<file path="src/rtl/sevenseg_defs.sv">
// sevenseg_defs: glyph table, FSM states and polarity constants shared by the 7-seg capture and encoder ends.
package sevenseg_defs;

    localparam logic       ACTIVE_LOW_ON = 1'b0;
    localparam logic [3:0] ANODE_IDLE    = 4'hF;
    localparam logic [6:0] SEG_OFF       = 7'h7F;

    typedef enum logic [1:0] {SCAN, SETTLE, HOLD} state_t;

    // Active-high {g,f,e,d,c,b,a} pattern for each hex value, indexed by nibble.
    localparam logic [6:0] GLYPH [16] = '{
        7'h3F, 7'h06, 7'h5B, 7'h4F, 7'h66, 7'h6D, 7'h7D, 7'h07,
        7'h7F, 7'h6F, 7'h77, 7'h7C, 7'h39, 7'h5E, 7'h79, 7'h71
    };

    function automatic logic one_cold(input logic [3:0] an);
        return $countones(~an) == 1;
    endfunction

    function automatic logic [1:0] cold_index(input logic [3:0] an);
        return !an[0] ? 2'd0 : !an[1] ? 2'd1 : !an[2] ? 2'd2 : 2'd3;
    endfunction

endpackage

</file>
<file path="src/rtl/sevenseg_capture_if.sv">
// sevenseg_capture_if: multiplexed display drive in, captured digits and status out.
interface sevenseg_capture_if;
    logic [3:0]  anode;
    logic [6:0]  segments;
    logic        decimal_point;
    logic [15:0] digits;
    logic [3:0]  dps;
    logic [3:0]  seen;
    logic        frame_valid;
    logic [3:0]  bad_pattern;

    modport master (
        output anode, segments, decimal_point,
        input  digits, dps, seen, frame_valid, bad_pattern
    );

    modport slave (
        input  anode, segments, decimal_point,
        output digits, dps, seen, frame_valid, bad_pattern
    );
endinterface

</file>
<file path="src/rtl/sevenseg_decode.sv">
// sevenseg_decode: active-high segment pattern to hex nibble, with a flag for unknown patterns.
module sevenseg_decode
    import sevenseg_defs::*;
(
    input  logic [6:0] i_pattern,
    output logic [3:0] o_nibble,
    output logic       o_valid
);
    always_comb begin
        o_nibble = '0;
        o_valid  = 1'b0;
        for (int i = 0; i < 16; i++)
            if (i_pattern == GLYPH[i]) begin
                o_nibble = 4'(i);
                o_valid  = 1'b1;
            end
    end
endmodule

</file>
<file path="src/rtl/sevenseg_capture.sv">
// sevenseg_capture: samples a multiplexed 4-digit 7-seg drive once each digit's select has settled,
// rebuilding the displayed hex value, decimal points and a per-frame completion pulse.
module sevenseg_capture
    import sevenseg_defs::*;
#(
    parameter int SETTLE_CYCLES = 4
) (
    input  logic clk,
    input  logic reset_n,
    sevenseg_capture_if.slave bus
);
    logic [3:0]  r_an_s1, r_an_s2;
    logic [6:0]  r_seg_s1, r_seg_s2;
    logic        r_dp_s1, r_dp_s2;
    state_t      r_state;
    logic [7:0]  r_cnt;
    logic [3:0]  r_sel;
    logic [15:0] r_digits;
    logic [3:0]  r_dps, r_seen, r_bad;
    logic        r_fv;
    logic        w_valid, w_same, w_sample, w_glyph;
    logic [1:0]  w_idx;
    logic [3:0]  w_nib;

    assign w_valid  = one_cold(r_an_s2);
    assign w_same   = r_an_s2 == r_sel;
    assign w_idx    = cold_index(r_sel);
    assign w_sample = r_state == SETTLE && w_same && r_cnt == 8'(SETTLE_CYCLES);

    sevenseg_decode u_decode (
        .i_pattern(~r_seg_s2),
        .o_nibble (w_nib),
        .o_valid  (w_glyph)
    );

    always_ff @(posedge clk or negedge reset_n) begin
        if (!reset_n) begin
            r_an_s1  <= ANODE_IDLE;
            r_an_s2  <= ANODE_IDLE;
            r_seg_s1 <= SEG_OFF;
            r_seg_s2 <= SEG_OFF;
            r_dp_s1  <= ~ACTIVE_LOW_ON;
            r_dp_s2  <= ~ACTIVE_LOW_ON;
            r_state  <= SCAN;
            r_cnt    <= '0;
            r_sel    <= ANODE_IDLE;
            r_digits <= '0;
            r_dps    <= '0;
            r_seen   <= '0;
            r_fv     <= 1'b0;
            r_bad    <= '0;
        end else begin
            r_an_s1  <= bus.anode;
            r_an_s2  <= r_an_s1;
            r_seg_s1 <= bus.segments;
            r_seg_s2 <= r_seg_s1;
            r_dp_s1  <= bus.decimal_point;
            r_dp_s2  <= r_dp_s1;
            // A full seen mask is reported one cycle later and the frame restarts.
            r_fv     <= r_seen == 4'hF;
            r_seen   <= (r_seen == 4'hF ? 4'h0 : r_seen) | (w_sample ? ~r_sel : 4'h0);
            if (w_sample) begin
                r_dps[w_idx] <= r_dp_s2 == ACTIVE_LOW_ON;
                if (w_glyph)
                    r_digits[{w_idx, 2'b00} +: 4] <= w_nib;
                else
                    r_bad[w_idx] <= 1'b1;
            end
            if (r_state == SETTLE && w_same) begin
                r_cnt   <= w_sample ? r_cnt : r_cnt + 8'd1;
                r_state <= w_sample ? HOLD : SETTLE;
            end else if (r_state == HOLD && w_same) begin
                r_state <= HOLD;
            end else if (w_valid) begin
                r_state <= SETTLE;
                r_cnt   <= 8'd1;
                r_sel   <= r_an_s2;
            end else begin
                r_state <= SCAN;
                r_cnt   <= '0;
            end
        end
    end

    assign bus.digits      = r_digits;
    assign bus.dps         = r_dps;
    assign bus.seen        = r_seen;
    assign bus.frame_valid = r_fv;
    assign bus.bad_pattern = r_bad;
endmodule

</file>
<file path="src/flat_wrapper.sv">
// flat-port wrapper written by rule: the top's interface ports become plain ports
module sevenseg_capture_flat import sevenseg_defs::*;
#(
    parameter int SETTLE_CYCLES = 4
)
  (clk, reset_n, bus_anode, bus_segments, bus_decimal_point, bus_digits, bus_dps, bus_seen, bus_frame_valid, bus_bad_pattern);
  sevenseg_capture_if bus_i ();
  input  logic clk;
  input  logic reset_n;
  input wire logic [$bits(bus_i.anode)-1:0] bus_anode;
  input wire logic [$bits(bus_i.segments)-1:0] bus_segments;
  input wire logic [$bits(bus_i.decimal_point)-1:0] bus_decimal_point;
  output wire logic [$bits(bus_i.digits)-1:0] bus_digits;
  output wire logic [$bits(bus_i.dps)-1:0] bus_dps;
  output wire logic [$bits(bus_i.seen)-1:0] bus_seen;
  output wire logic [$bits(bus_i.frame_valid)-1:0] bus_frame_valid;
  output wire logic [$bits(bus_i.bad_pattern)-1:0] bus_bad_pattern;
  assign bus_i.anode = bus_anode;
  assign bus_i.segments = bus_segments;
  assign bus_i.decimal_point = bus_decimal_point;
  assign bus_digits = bus_i.digits;
  assign bus_dps = bus_i.dps;
  assign bus_seen = bus_i.seen;
  assign bus_frame_valid = bus_i.frame_valid;
  assign bus_bad_pattern = bus_i.bad_pattern;
  sevenseg_capture #(.SETTLE_CYCLES(SETTLE_CYCLES)) u_core (.clk(clk), .reset_n(reset_n), .bus(bus_i));
endmodule
</file>
<file path="config.mk">
export PLATFORM = sky130hd
export DESIGN_NAME = sevenseg_capture_flat
export DESIGN_NICKNAME = d
export VERILOG_FILES = /design/src/rtl/sevenseg_defs.sv /design/src/rtl/sevenseg_capture_if.sv /design/src/rtl/sevenseg_decode.sv /design/src/rtl/sevenseg_capture.sv /design/src/flat_wrapper.sv
export SDC_FILE = /design/constraint.sdc
export NUM_CORES = 1
export LEC_CHECK = 0
export ABC_AREA = 1
export BUFFER_PORTS_ARGS = -buffer_cell sky130_fd_sc_hd__buf_4
export CAP_MARGIN = 30
export CORE_AREA = 8 8 114 142
export DETAILED_ROUTE_END_ITERATION = 10
export DIE_AREA = 0 0 122 150
export PLACE_DENSITY_LB_ADDON = 0.25
export REMOVE_ABC_BUFFERS = 1
export SYNTH_ARGS = -nofsm -noshare
export SYNTH_HDL_FRONTEND = slang
export SYNTH_HIERARCHICAL = 1
export SYNTH_SLANG_ARGS = --single-unit
export TNS_END_PERCENT = 100
</file>
<file path="constraint.sdc">
create_clock -name clk -period 2.5 [get_ports clk]
set_input_delay 0.25 -clock clk [delete_from_list [all_inputs] [get_ports clk]]
set_output_delay 0.25 -clock clk [all_outputs]
set_load 0.05 [all_outputs]
</file>
# After elaboration in Yosys (flattened, before gate mapping)
# Index checks and enable logic that the tools add are counted.
# word_totals
in_bits,14
reg_bits,67
out_inout_bits,29
# classes
muxes,48
n_addsub,5
magnitude_cmp,2
n_shift,2
n_eq_ne,24
n_reduce_logical,8
bitwise_logic,9
# ops
op,count
$eq A7 B7 Y1 const B,12
$mux W4,16
$add A32 B32 Y32,1
$eq A32 B2 Y1 const B,1
$mux W8,3
$mux W1,21
$bwmux W16,1
$shift A4 B6 Y16 const A,1
$shiftx A4 B6 Y16,1
$eq A7 B3 Y1 const B,2
$eq A7 B6 Y1 const B,2
$mux W2,5
$add A8 B1 Y8 const B,1
$eq A8 B3 Y1 const B,1
$not A4 Y4,2
$or A4 B4 Y4,2
$not A7 Y7,1
$neg A4 Y6,1
$reduce_and A2 Y1,3
$add A1 B1 Y2,2
$bwmux W4,1
$eq A4 B4 Y1,1
$eq A4 B4 Y1 const B,1
$logic_and A1 B1 Y1,4
9 further kinds,12

# Logic depth before layout (Yosys ltp)
# Gate-level depths: netlist of the first run.
# depth
word_depth,20
mapped_depth,13

# Cells and area by module
# The synthesis of the first run kept the hierarchy.
# modules_own_cells
module,n_inst,area_per_inst_um2,cells_per_inst
sevenseg_capture,1,3062.9,312
sevenseg_decode,1,335.3,67

# Worst setup path before layout of the first run
# OpenSTA, ideal clock, no wires.
# synth_path
kind,register to register
startpoint,reg u_core.r_an_s2[0]
endpoint,reg u_core.r_sel[0]
path_buffers,0
arrival_time_ps,1959
path_stages_with_launch,10
required_time_ps,2421
slack_ps,462
cell_sequence,dfstp_2 > fa_1 > inv_1 > ha_1 > ha_1 > nor3b_1 > nand2_1 > nor2_2 > nand2_1 > o21ai_0
# synth_via
elab_chain_cells,5
elab_cells_between_ends,10
cone_classes,add/sub (2); eq/ne (2); bitwise (3); reduce/logical (3)
# synth_rtl
item,line_no,rtl
start: declaration,sevenseg_capture.sv:12,"logic [3:0] r_an_s1, r_an_s2;"
start signal: assignment,sevenseg_capture.sv:54,r_an_s2 <= r_an_s1;
$not A4 Y4,sevenseg_defs.sv:17,return $countones(~an) == 1;
$add A1 B1 Y2 (not written as such),sevenseg_defs.sv:17,
$add A32 B32 Y32 (not written as such),sevenseg_defs.sv:17,
$eq A32 B2 Y1,sevenseg_defs.sv:17,
$reduce_and A3 Y1 (no line),--,
end signal: assignment,sevenseg_capture.sv:77,r_sel <= r_an_s2;
end: declaration,sevenseg_capture.sv:17,logic [3:0] r_sel;
# Several ways; a longest one is shown, not always the timed one.
# A chain may end at the register's enable or synchronous reset.

# Worst setup path after layout of the first run
# layout_path
startpoint,reg u_core.r_an_s2[1]
endpoint,reg u_core.r_sel[2]
# layout_via
elab_chain_cells,5
elab_cells_between_ends,10
cone_classes,add/sub (2); eq/ne (2); bitwise (3); reduce/logical (3)
# layout_rtl
item,line_no
$not A4 Y4,sevenseg_defs.sv:17
$add A1 B1 Y2 (not written as such),sevenseg_defs.sv:17
$add A32 B32 Y32 (not written as such),sevenseg_defs.sv:17
$eq A32 B2 Y1,sevenseg_defs.sv:17
$reduce_and A3 Y1 (no line) (*),--
# Mark *: on every way between the ends. The rest lies on a longest branch, timed or not.

==> impl_metrics.ini, run 1 <==
[status]
status = finished clean

[critical_path]
r2r_setup_slack_ns = 0.26
reg2reg_depth = 9
worst_setup_path_end_kind = register
worst-path-max-fanout = 8
crit_cells = 9
crit_chain = fa_1 > inv_1 > ha_1 > ha_1 > nor3b_1 > nand2_1 > nor2_2 > nand2_1 > o21ai_0
worst_path_top_cell_family_by_delay = adder cells
cp_slowest_stage_delay_ns = 0.56
path_buf_inv = 1
worst_ep_arrival_time_ns = 2.49
worst_path_max_delay_cell = sky130_fd_sc_hd__dfstp_2
crit_path_start_kind = register
critPathKind = reg2reg
critical_path_required_ns = 2.75

[global_routing]
grt_max_degree = 68
global_route_wire_length_before_repair_mm = 12.4
antenna_found_initial = 0
grt_pass1_vias = 2605
gr-usage-all-layers = 0.0861
grt.overflow.total = 0

[sta]
period_needed_ns = 2.24
max_slew_margin = 0.445
report.final.slew_viol_count = 0
setup_viols_final = 0
grt_setup_unrepaired = no
fmax_mhz = 447
tns_ns = 0
tightest_slew_ns = 0.832
timing.final.hold_violations = 0
worst_clock_skew_ns = 0.00740
portion_of_the_clock_cycle_consumed_by_the_worst_path_in_the_final_layout = 0.894

[clocking]
cts_hold_buffers = 0
clk_pin_slew_ns = 0.05
bufs_on_longest_clock_path = 2
worstSkewPairLatency_ns = 0.33
cts.htree.levels = 3
cts-resized-gates = 0
cts_tree = built
cts_sinks = 67
cts_made_buffers = 9
cts_setup_buffers = 0
clockRootBuffer = sky130_fd_sc_hd__clkbuf_16

[yosys]
synth_top_area_frac = 0.287
synth_flop_type = sky130_fd_sc_hd__dfrtp_1
synthesis.area_sq_um = 3400
yosysMostFrequentCell = sky130_fd_sc_hd__nand2_1
synth.yosys.warnings = 6
syn-instance-count = 379
synth_commonest_cells = 97 x sky130_fd_sc_hd__nand2_1, 47 x sky130_fd_sc_hd__inv_1, 39 x sky130_fd_sc_hd__dfrtp_1, 30 x sky130_fd_sc_hd__nor2_1, 28 x sky130_fd_sc_hd__dfstp_2
synth_cell_type_count = 36
synth_largest_area_cell = sky130_fd_sc_hd__dfrtp_1
seq_area_frac_synth = 0.504
postSynthRegisterBits = 67
mean_area_per_synthesized_cell_sq_um = 8.97
yosys-top-cells-area = sky130_fd_sc_hd__dfrtp_1 29%, sky130_fd_sc_hd__dfstp_2 22%, sky130_fd_sc_hd__nand2_1 11%, sky130_fd_sc_hd__inv_1 5.2%, sky130_fd_sc_hd__nand4_1 4.6%
synth_enable_flop_cells = 0
synthArstFlopShare = 1.00

[place]
dpl.hpwl_mm = 5.37
dp_cells = 596
globalplace.congestion = 0.753
placement.io_buffers = 42

[flow_run]
timing.max_cap.violations = 0

[hold_path]
hp-class = in2reg
hold-path-cell-count = 1

[routing]
routed_wl_mm = 7.28
drt-vias-per-instance = 4.19
routed-via-count = 2562
routed-wl-met2_mm = 3.41
max_used_layer = met4
ant_nets = 0
detail_route.drc_violations = 0
wl_met1_mm = 3.38
routedWlPerCell_um = 11.9
routed-wl-met3_um = 311
detail_route.iter0.violations = 108
detail_route.first_pass.iterations = 4

[floorplanning]
fp.dieW_um = 122
coreArea_sq_um = 14000
floorplan.io_pins = 43
initial_utilization = 0.242
die_h_um = 150
row_count = 49
die_area_sq_um = 18300

[finish]
layout.cells.non_filler = 612
multiInputGateArea_sq_um = 1440
nNetsFinal = 456
num-fill-cells = 1463
antenna-diode-count = 0
area.sequential_sq_um = 1710
final_util = 0.296
final_layout_size_suffix_gt1_frac = 0.293
synthToLayoutAreaGrowth_pct = 22.5

[power]
seq_power_share = 0.425
power.net_switching_uw = 892
p_per_area_nw_per_um2 = 695
cellInternalPower_mw = 2.00
comb_power_share = 0.193
share_clk_of_total_power = 0.382
total_leakage_power_nw = 2.15
peakVddDrop_uv = 277
power.switching_fraction = 0.308
power groups by stage:
stage	Combinational (mW)	Sequential, mW	Clock [mW]
after floorplan	0.421	1.23	0
after global placement	0.556	1.25	0
after detailed placement	0.563	1.25	0
after CTS	0.566	1.23	1.15
after global routing	0.636	1.24	1.20
final	0.558	1.23	1.11
cell usage in the layout (no fill, tap or decap), drive strengths merged:
cell type / n
and3: 1
buf: 44
nand3b: 2
ha: 12
nor3b: 1
o21bai: 4
nand4: 26
o21a: 2
nor2: 45
nand3: 22
clkbuf: 9
clkinv: 6
nand2: 108
xor2: 2
fa: 1
dfrtp: 39
nor3: 7
o21ai: 17
a21o: 1
o22ai: 1
inv: 54
a21oi: 1
clkinvlp: 1
dfstp: 28
cell type report:
cell class,instances,share of cell area
multi-input combinational,253,0.345
clock inverter,7,0.00842
inverter,54,0.0487
timing repair buffer,44,0.0794
sequential,67,0.411
tap,178,0.0535
clock buffer,9,0.0541
sequential cells by signal, indices dropped and copies added (netlist names):
register	count
u_core/bus.digits	16
u_core/r_cnt	8
u_core/r_seg_s1	7
u_core/r_seg_s2	7
u_core/bus.bad_pattern	4
u_core/bus.dps	4
u_core/bus.seen	4
u_core/r_an_s1	4
u_core/r_an_s2	4
u_core/r_sel	4
u_core/r_state	2
u_core/bus.frame_valid	1
u_core/r_dp_s1	1
u_core/r_dp_s2	1
stage by stage:
stage	setup WS [ns]	hold slack (ns)	power [mW]	instance area, sq um
2_1_floorplan	0.462	-0.0456	1.65	3350
3_3_place_gp	0.334	0.346	1.80	3900
3_5_place_dp	0.285	0.347	1.81	3900
4_1_cts	0.265	0.00905	2.95	4160
5_1_grt	0.0860	0.0118	3.07	4160
6_report	0.265	0.0242	2.89	4160
final timing paths:
path | from | to
max in group asynchronous | reset_n | u_core/bus.seen[0]$_DFF_PN0_
setup reg to reg | u_core/r_an_s2[1]$_DFF_PN1_ | u_core/r_sel[2]$_DFFE_PN1P_
hold / removal | bus_anode[0] | u_core/r_an_s1[0]$_DFF_PN1_
min in group asynchronous | reset_n | u_core/bus.digits[14]$_DFFE_PN0P_
hold reg to reg | u_core/r_seg_s1[2]$_DFF_PN1_ | u_core/r_seg_s2[2]$_DFF_PN1_
setup / recovery | u_core/r_an_s2[1]$_DFF_PN1_ | u_core/r_sel[2]$_DFFE_PN1P_
logic make-up after synthesis:
kind of cell / count (synthesis) / synth area share
adders and majority gates: 13 / 0.0501
DFF: 67 / 0.504
xor gates and xnor gates: 2 / 0.00516
and+or+nand+nor: 212 / 0.320
AOI/OAI and AO/OA: 26 / 0.0475
buffers and inverters: 59 / 0.0740
layer usage:
metal,track usage,vias up
li1,-,1320
met3,0.0227,14
met1,0.102,1177
met4,0.0519,0
met2,0.137,51
met5,0,-
worst register-to-register path, cell delays in order, from the launching register on:
cell                      delay (ns)
sky130_fd_sc_hd__dfstp_2        0.56
sky130_fd_sc_hd__fa_1           0.41
sky130_fd_sc_hd__inv_1          0.06
sky130_fd_sc_hd__ha_1           0.14
sky130_fd_sc_hd__ha_1           0.22
sky130_fd_sc_hd__nor3b_1        0.21
sky130_fd_sc_hd__nand2_1        0.13
sky130_fd_sc_hd__nor2_2         0.26
sky130_fd_sc_hd__nand2_1        0.08
sky130_fd_sc_hd__o21ai_0        0.08
(Power assumes the default switching activity.)
==> run 2: changes to the inputs <==
Settings changed: CAP_MARGIN 30 to not set, PLACE_DENSITY_LB_ADDON 0.25 to 0.1.
==> impl_metrics.ini, run 2 (same netlist as run 1, synthesis figures left out) <==
[routing]
ant_nets = 0
detail_route.iter0.violations = 110
routed-via-count = 2563
routed_wl_mm = 7.63
routedWlPerCell_um = 12.5
drt-vias-per-instance = 4.19
detail_route.drc_violations = 0
detail_route.first_pass.iterations = 7

[sta]
timing.final.hold_violations = 0
final_worst_hold_slack_ns = 0.0274
max_slew_margin = 0.435
worst_clock_skew_ns = 0.00510
period_needed_ns = 2.30
fmax_mhz = 435
grt_setup_unrepaired = no
tns_ns = 0
tightest_slew_ns = 0.848
portion_of_the_clock_cycle_consumed_by_the_worst_path_in_the_final_layout = 0.920
setup_viols_final = 0
report.final.slew_viol_count = 0

[global_routing]
grt_max_degree = 68
grt.overflow.total = 0
global_route_wire_length_before_repair_mm = 13.0
grt_pass1_vias = 2638
gr-usage-all-layers = 0.0900
antenna_found_initial = 0

[clocking]
cts.htree.levels = 3
cts_hold_buffers = 0
clockRootBuffer = sky130_fd_sc_hd__clkbuf_16
cts_tree = built
clk_pin_slew_ns = 0.05
cts_sinks = 67
cts-resized-gates = 0
bufs_on_longest_clock_path = 2
cts_setup_buffers = 0
cts_made_buffers = 9
worstSkewPairLatency_ns = 0.33

[finish]
layout.cells.non_filler = 612
antenna-diode-count = 0
final_layout_size_suffix_gt1_frac = 0.295
highest_count_cells_in_the_layout_ignoring_fill_and_taps = 97 x sky130_fd_sc_hd__nand2_1, 47 x sky130_fd_sc_hd__inv_1, 44 x sky130_fd_sc_hd__buf_4
layout.cells.most_common = sky130_fd_sc_hd__nand2_1
final_util = 0.299
largest_reg_flops = 16
postLayoutCellArea_sq_um = 4200
synthToLayoutAreaGrowth_pct = 23.6
nNetsFinal = 456

[floorplanning]
initial_utilization = 0.242
row_count = 49
die_h_um = 150
die_area_sq_um = 18300
fp.dieW_um = 122
floorplan.io_pins = 43
coreArea_sq_um = 14000

[hold_path]
hp-class = in2async

[critical_path]
critPathCapture = u_core/r_sel[0]$_DFFE_PN1P_
reg2reg_depth = 9
r2r_setup_slack_ns = 0.20
critical_path_required_ns = 2.74
worst-path-max-fanout = 8
worst_setup_path_end_kind = register
critPathKind = reg2reg
crit_path_start_kind = register
crit_chain = fa_1 > inv_1 > ha_1 > ha_1 > nor3b_1 > nand2_1 > nor2_2 > nand2_1 > o21ai_0
regToRegEndpoint = u_core/r_sel[0]$_DFFE_PN1P_
cp_slowest_stage_delay_ns = 0.56
crit_start = u_core/r_an_s2[1]$_DFF_PN1_
r2r_start = u_core/r_an_s2[1]$_DFF_PN1_
worst_path_max_delay_cell = sky130_fd_sc_hd__dfstp_2
worst_ep_arrival_time_ns = 2.54

[place]
dp_cells = 596
globalplace.congestion = 0.759
dpl.hpwl_mm = 5.57
placement.io_buffers = 42
post_dp_cell_area_sq_um = 3900

[power]
peakVddDrop_uv = 271
p_per_area_nw_per_um2 = 725
total_leakage_power_nw = 2.17

[flow_run]
timing.max_cap.violations = 0

[status]
status = finished clean
## run 2: how the worst min path moves through the flow
stage	to	slack, ns	cells after the start
2_1_floorplan	u_core/bus.bad_pattern[0]$_DFFE_PN0P_	-0.05	0
3_3_place_gp	u_core/r_an_s2[2]$_DFF_PN1_	0.35	0
3_5_place_dp	u_core/r_seg_s2[2]$_DFF_PN1_	0.35	0
4_1_cts	u_core/r_an_s1[2]$_DFF_PN1_	0.01	1
5_1_grt	u_core/r_seg_s1[5]$_DFF_PN1_	0.008	1
6_report	u_core/bus.seen[3]$_DFF_PN0_	0.03	1
## run 2: power by group
group          internal (mW)  total, mW  switching, mW  leakage (nW)
Sequential              1.18       1.23         0.0501         0.837
Clock                  0.785       1.24          0.459         0.152
Combinational          0.165      0.571          0.406          1.18
Total                   2.13       3.05          0.915          2.17
## run 2: critical path: cells and delay by family (launching register included)
| family | cells | cell delay, ns |
|---|---|---|
| flops | 1 | 0.56 |
| buf+inv | 1 | 0.07 |
| compound gates | 1 | 0.10 |
| fa+ha+maj | 3 | 0.79 |
| simple gates | 4 | 0.70 |
## run 2: cell type report
class | instances | area [sq um]
fillers | 1463 | 9840
flip-flops and latches | 67 | 1710
multi-input cells | 253 | 1440
repair buffers | 44 | 330
clock buffers | 12 | 279
well taps | 178 | 223
inverters | 54 | 203
clock inverters | 4 | 20.0
## run 2: routing by layer
metal	global-route usage	wire length (um)	vias up	share of wire
met2	0.140	3530	45	0.46
met3	0.0260	372	8	0.049
met4	0.0445	139	0	0.018
met1	0.111	3580	1198	0.47
met5	0	0	-	0
li1	-	-	1312	-
## run 2: metrics by stage
step | power (mW) | worst slack [ns]
finish | 3.05 | 0.199
global placement | 1.83 | 0.328
CTS | 3.12 | 0.192
floorplan | 1.65 | 0.462
global route | 3.25 | 0.0299
detailed placement | 1.83 | 0.225
==> run 3: changes to the inputs <==
==> constraint.sdc (replaced) <==
create_clock -name clk -period 1.9 [get_ports clk]
set_input_delay 0.475 -clock clk [delete_from_list [all_inputs] [get_ports clk]]
set_output_delay 0.475 -clock clk [all_outputs]
set_load 0.05 [all_outputs]
==> impl_metrics.ini, run 3 (same netlist as run 1, synthesis figures left out) <==
[global_routing]
gr-usage-all-layers = 0.0965
grt_busiest_layer = met2
grt_max_degree = 50
groute.layer.met3.usage = 0.0264
global_route_wire_length_before_repair_mm = 14.0
grt_pass1_vias = 2875
antenna_found_initial = 0
use_met2 = 0.154
grt.overflow.total = 0
grt.met1_usage = 0.120

[critical_path]
cp_slowest_stage_delay_ns = 0.54
crit_chain = fa_1 > inv_1 > ha_2 > ha_4 > nor3b_4 > nand2_2 > nor2_4 > buf_6 > o21ai_2
worst_ep_arrival_time_ns = 2.34
worst_path_top_cell_family_by_delay = adder cells
critical_path_required_ns = 2.15
path_buf_inv = 2
critPathKind = reg2reg
worst_path_max_delay_cell = sky130_fd_sc_hd__dfstp_2
crit_path_start_kind = register
worst_setup_path_end_kind = register
worst-path-max-fanout = 8

[floorplanning]
fp.dieW_um = 122
floorplan.io_pins = 43
coreArea_sq_um = 14000
die_area_sq_um = 18300
initial_utilization = 0.242
row_count = 49
die_h_um = 150

[power]
p_per_area_nw_per_um2 = 884
peakVddDrop_uv = 365
fin_total_pwr_mw = 4.27
total_leakage_power_nw = 2.43

[finish]
layout.cells.most_common = sky130_fd_sc_hd__nand2_1
nNetsFinal = 496
final_layout_size_suffix_gt1_frac = 0.439
highest_count_cells_in_the_layout_ignoring_fill_and_taps = 91 x sky130_fd_sc_hd__nand2_1, 73 x sky130_fd_sc_hd__buf_4, 39 x sky130_fd_sc_hd__dfrtp_1
final_util = 0.344
largest_reg_flops = 16
synthToLayoutAreaGrowth_pct = 42.1
antenna-diode-count = 0
num-fill-cells = 1428

[sta]
period_needed_ns = 2.09
grt_setup_unrepaired = yes
max_slew_margin = 0.809
portion_of_the_clock_cycle_consumed_by_the_worst_path_in_the_final_layout = 1.10
tightest_slew_ns = 0.286
setup_viols_final = 16
report.final.slew_viol_count = 0
final.setup.worst_slack_ns = -0.190
worst_clock_skew_ns = 0.00897
timing.final.hold_violations = 0
fmax_mhz = 479

[place]
detailedPlace.worstSlack_ns = -0.278
placement.io_buffers = 42
dpl.hpwl_mm = 5.86
globalplace.congestion = 0.792

[routing]
drt-vias-per-instance = 4.18
detail_route.drc_violations = 0
routed-via-count = 2728
detail_route.iter0.violations = 92
detail_route.first_pass.iterations = 4
routedWlPerCell_um = 12.8
ant_nets = 0
routed_wl_mm = 8.32

[clocking]
cts.htree.levels = 3
cts_made_buffers = 9
clockRootBuffer = sky130_fd_sc_hd__clkbuf_16
cts_hold_buffers = 0
bufs_on_longest_clock_path = 2
cts_tree = built
cts_sinks = 67
worstSkewPairLatency_ns = 0.33
clk_pin_slew_ns = 0.06

[status]
failed_checks = negative setup slack
status = finished with violations

[hold_path]
hp-class = in2async

[flow_run]
timing.max_cap.violations = 0
-- run 3: changes by cell type in the layout (fill, tap and decap cells not counted), moves of 4 or more --
| cell | change |
|---|---|
| sky130_fd_sc_hd__buf_12 | +6 |
| sky130_fd_sc_hd__inv_4 | +5 |
| sky130_fd_sc_hd__nand3_1 | -5 |
| sky130_fd_sc_hd__nor2_4 | +9 |
| sky130_fd_sc_hd__nand2_4 | +4 |
| sky130_fd_sc_hd__buf_4 | +29 |
| sky130_fd_sc_hd__inv_2 | +6 |
| sky130_fd_sc_hd__inv_1 | -12 |
| sky130_fd_sc_hd__nand2_1 | -6 |
| sky130_fd_sc_hd__nor2_1 | -8 |
-- run 3: timing repair --
action / 4_1_cts / 5_1_grt
endpoints found under the setup margin: 22 / 32
buffers inserted: 14 / 8
cloned: 1 / 0
pin swaps: 23 / 22
gates resized for setup: 30 / 43
hold endpoints to repair: 0 / 0
-- run 3: report_power, final --
group	switching [mW]	total [mW]	internal [mW]	leakage, nW
clock	0.611	1.60	0.991	0.143
combinational	0.626	1.05	0.419	1.45
sequential	0.0661	1.62	1.55	0.837
total	1.30	4.27	2.96	2.43
-- run 3: final timing paths --
path                       slack (ns)  cells past startpoint                           end                         from
min in group clk                 0.25                      1  u_core/r_seg_s1[3]$_DFF_PN1_              bus_segments[3]
max reg2reg                     -0.19                      9   u_core/r_sel[3]$_DFFE_PN1P_  u_core/r_an_s2[1]$_DFF_PN1_
min reg2reg                      0.35                      0   u_core/r_an_s2[2]$_DFF_PN1_  u_core/r_an_s1[2]$_DFF_PN1_
max                             -0.19                      9   u_core/r_sel[3]$_DFFE_PN1P_  u_core/r_an_s2[1]$_DFF_PN1_
min                              0.03                      1  u_core/bus.seen[1]$_DFF_PN0_                      reset_n
max in group asynchronous        1.28                      2  u_core/r_seg_s2[3]$_DFF_PN1_                      reset_n
-- run 3: layout make-up --
type / count / area, sq um / area share
clock inverters: 4 / 22.5 / 0.00466
well taps: 178 / 223 / 0.0461
repair buffers: 84 / 744 / 0.154
inverters: 54 / 220 / 0.0456
clock buffers: 12 / 268 / 0.0554
flip-flops and latches: 67 / 1710 / 0.354
multi-input cells: 253 / 1640 / 0.340
-- run 3: per-layer routing --
metal,part of all wire,vias to the layer above
li1,-,1392
met1,0.44,1279
met2,0.50,48
met3,0.042,9
met4,0.017,0
met5,0,-
-- run 3: per-stage QoR --
stage / setup TNS [ns] / cells / area (sq um) / hold WS, ns
2_1_floorplan: -1.29 / 374 / 3350 / 0.179
3_3_place_gp: -1.12 / 614 / 4090 / 0.347
3_5_place_dp: -1.69 / 614 / 4090 / 0.347
4_1_cts: -1.17 / 645 / 4620 / 0.0323
5_1_grt: -3.71 / 652 / 4830 / 0.0399
6_report: -1.09 / 652 / 4830 / 0.0323
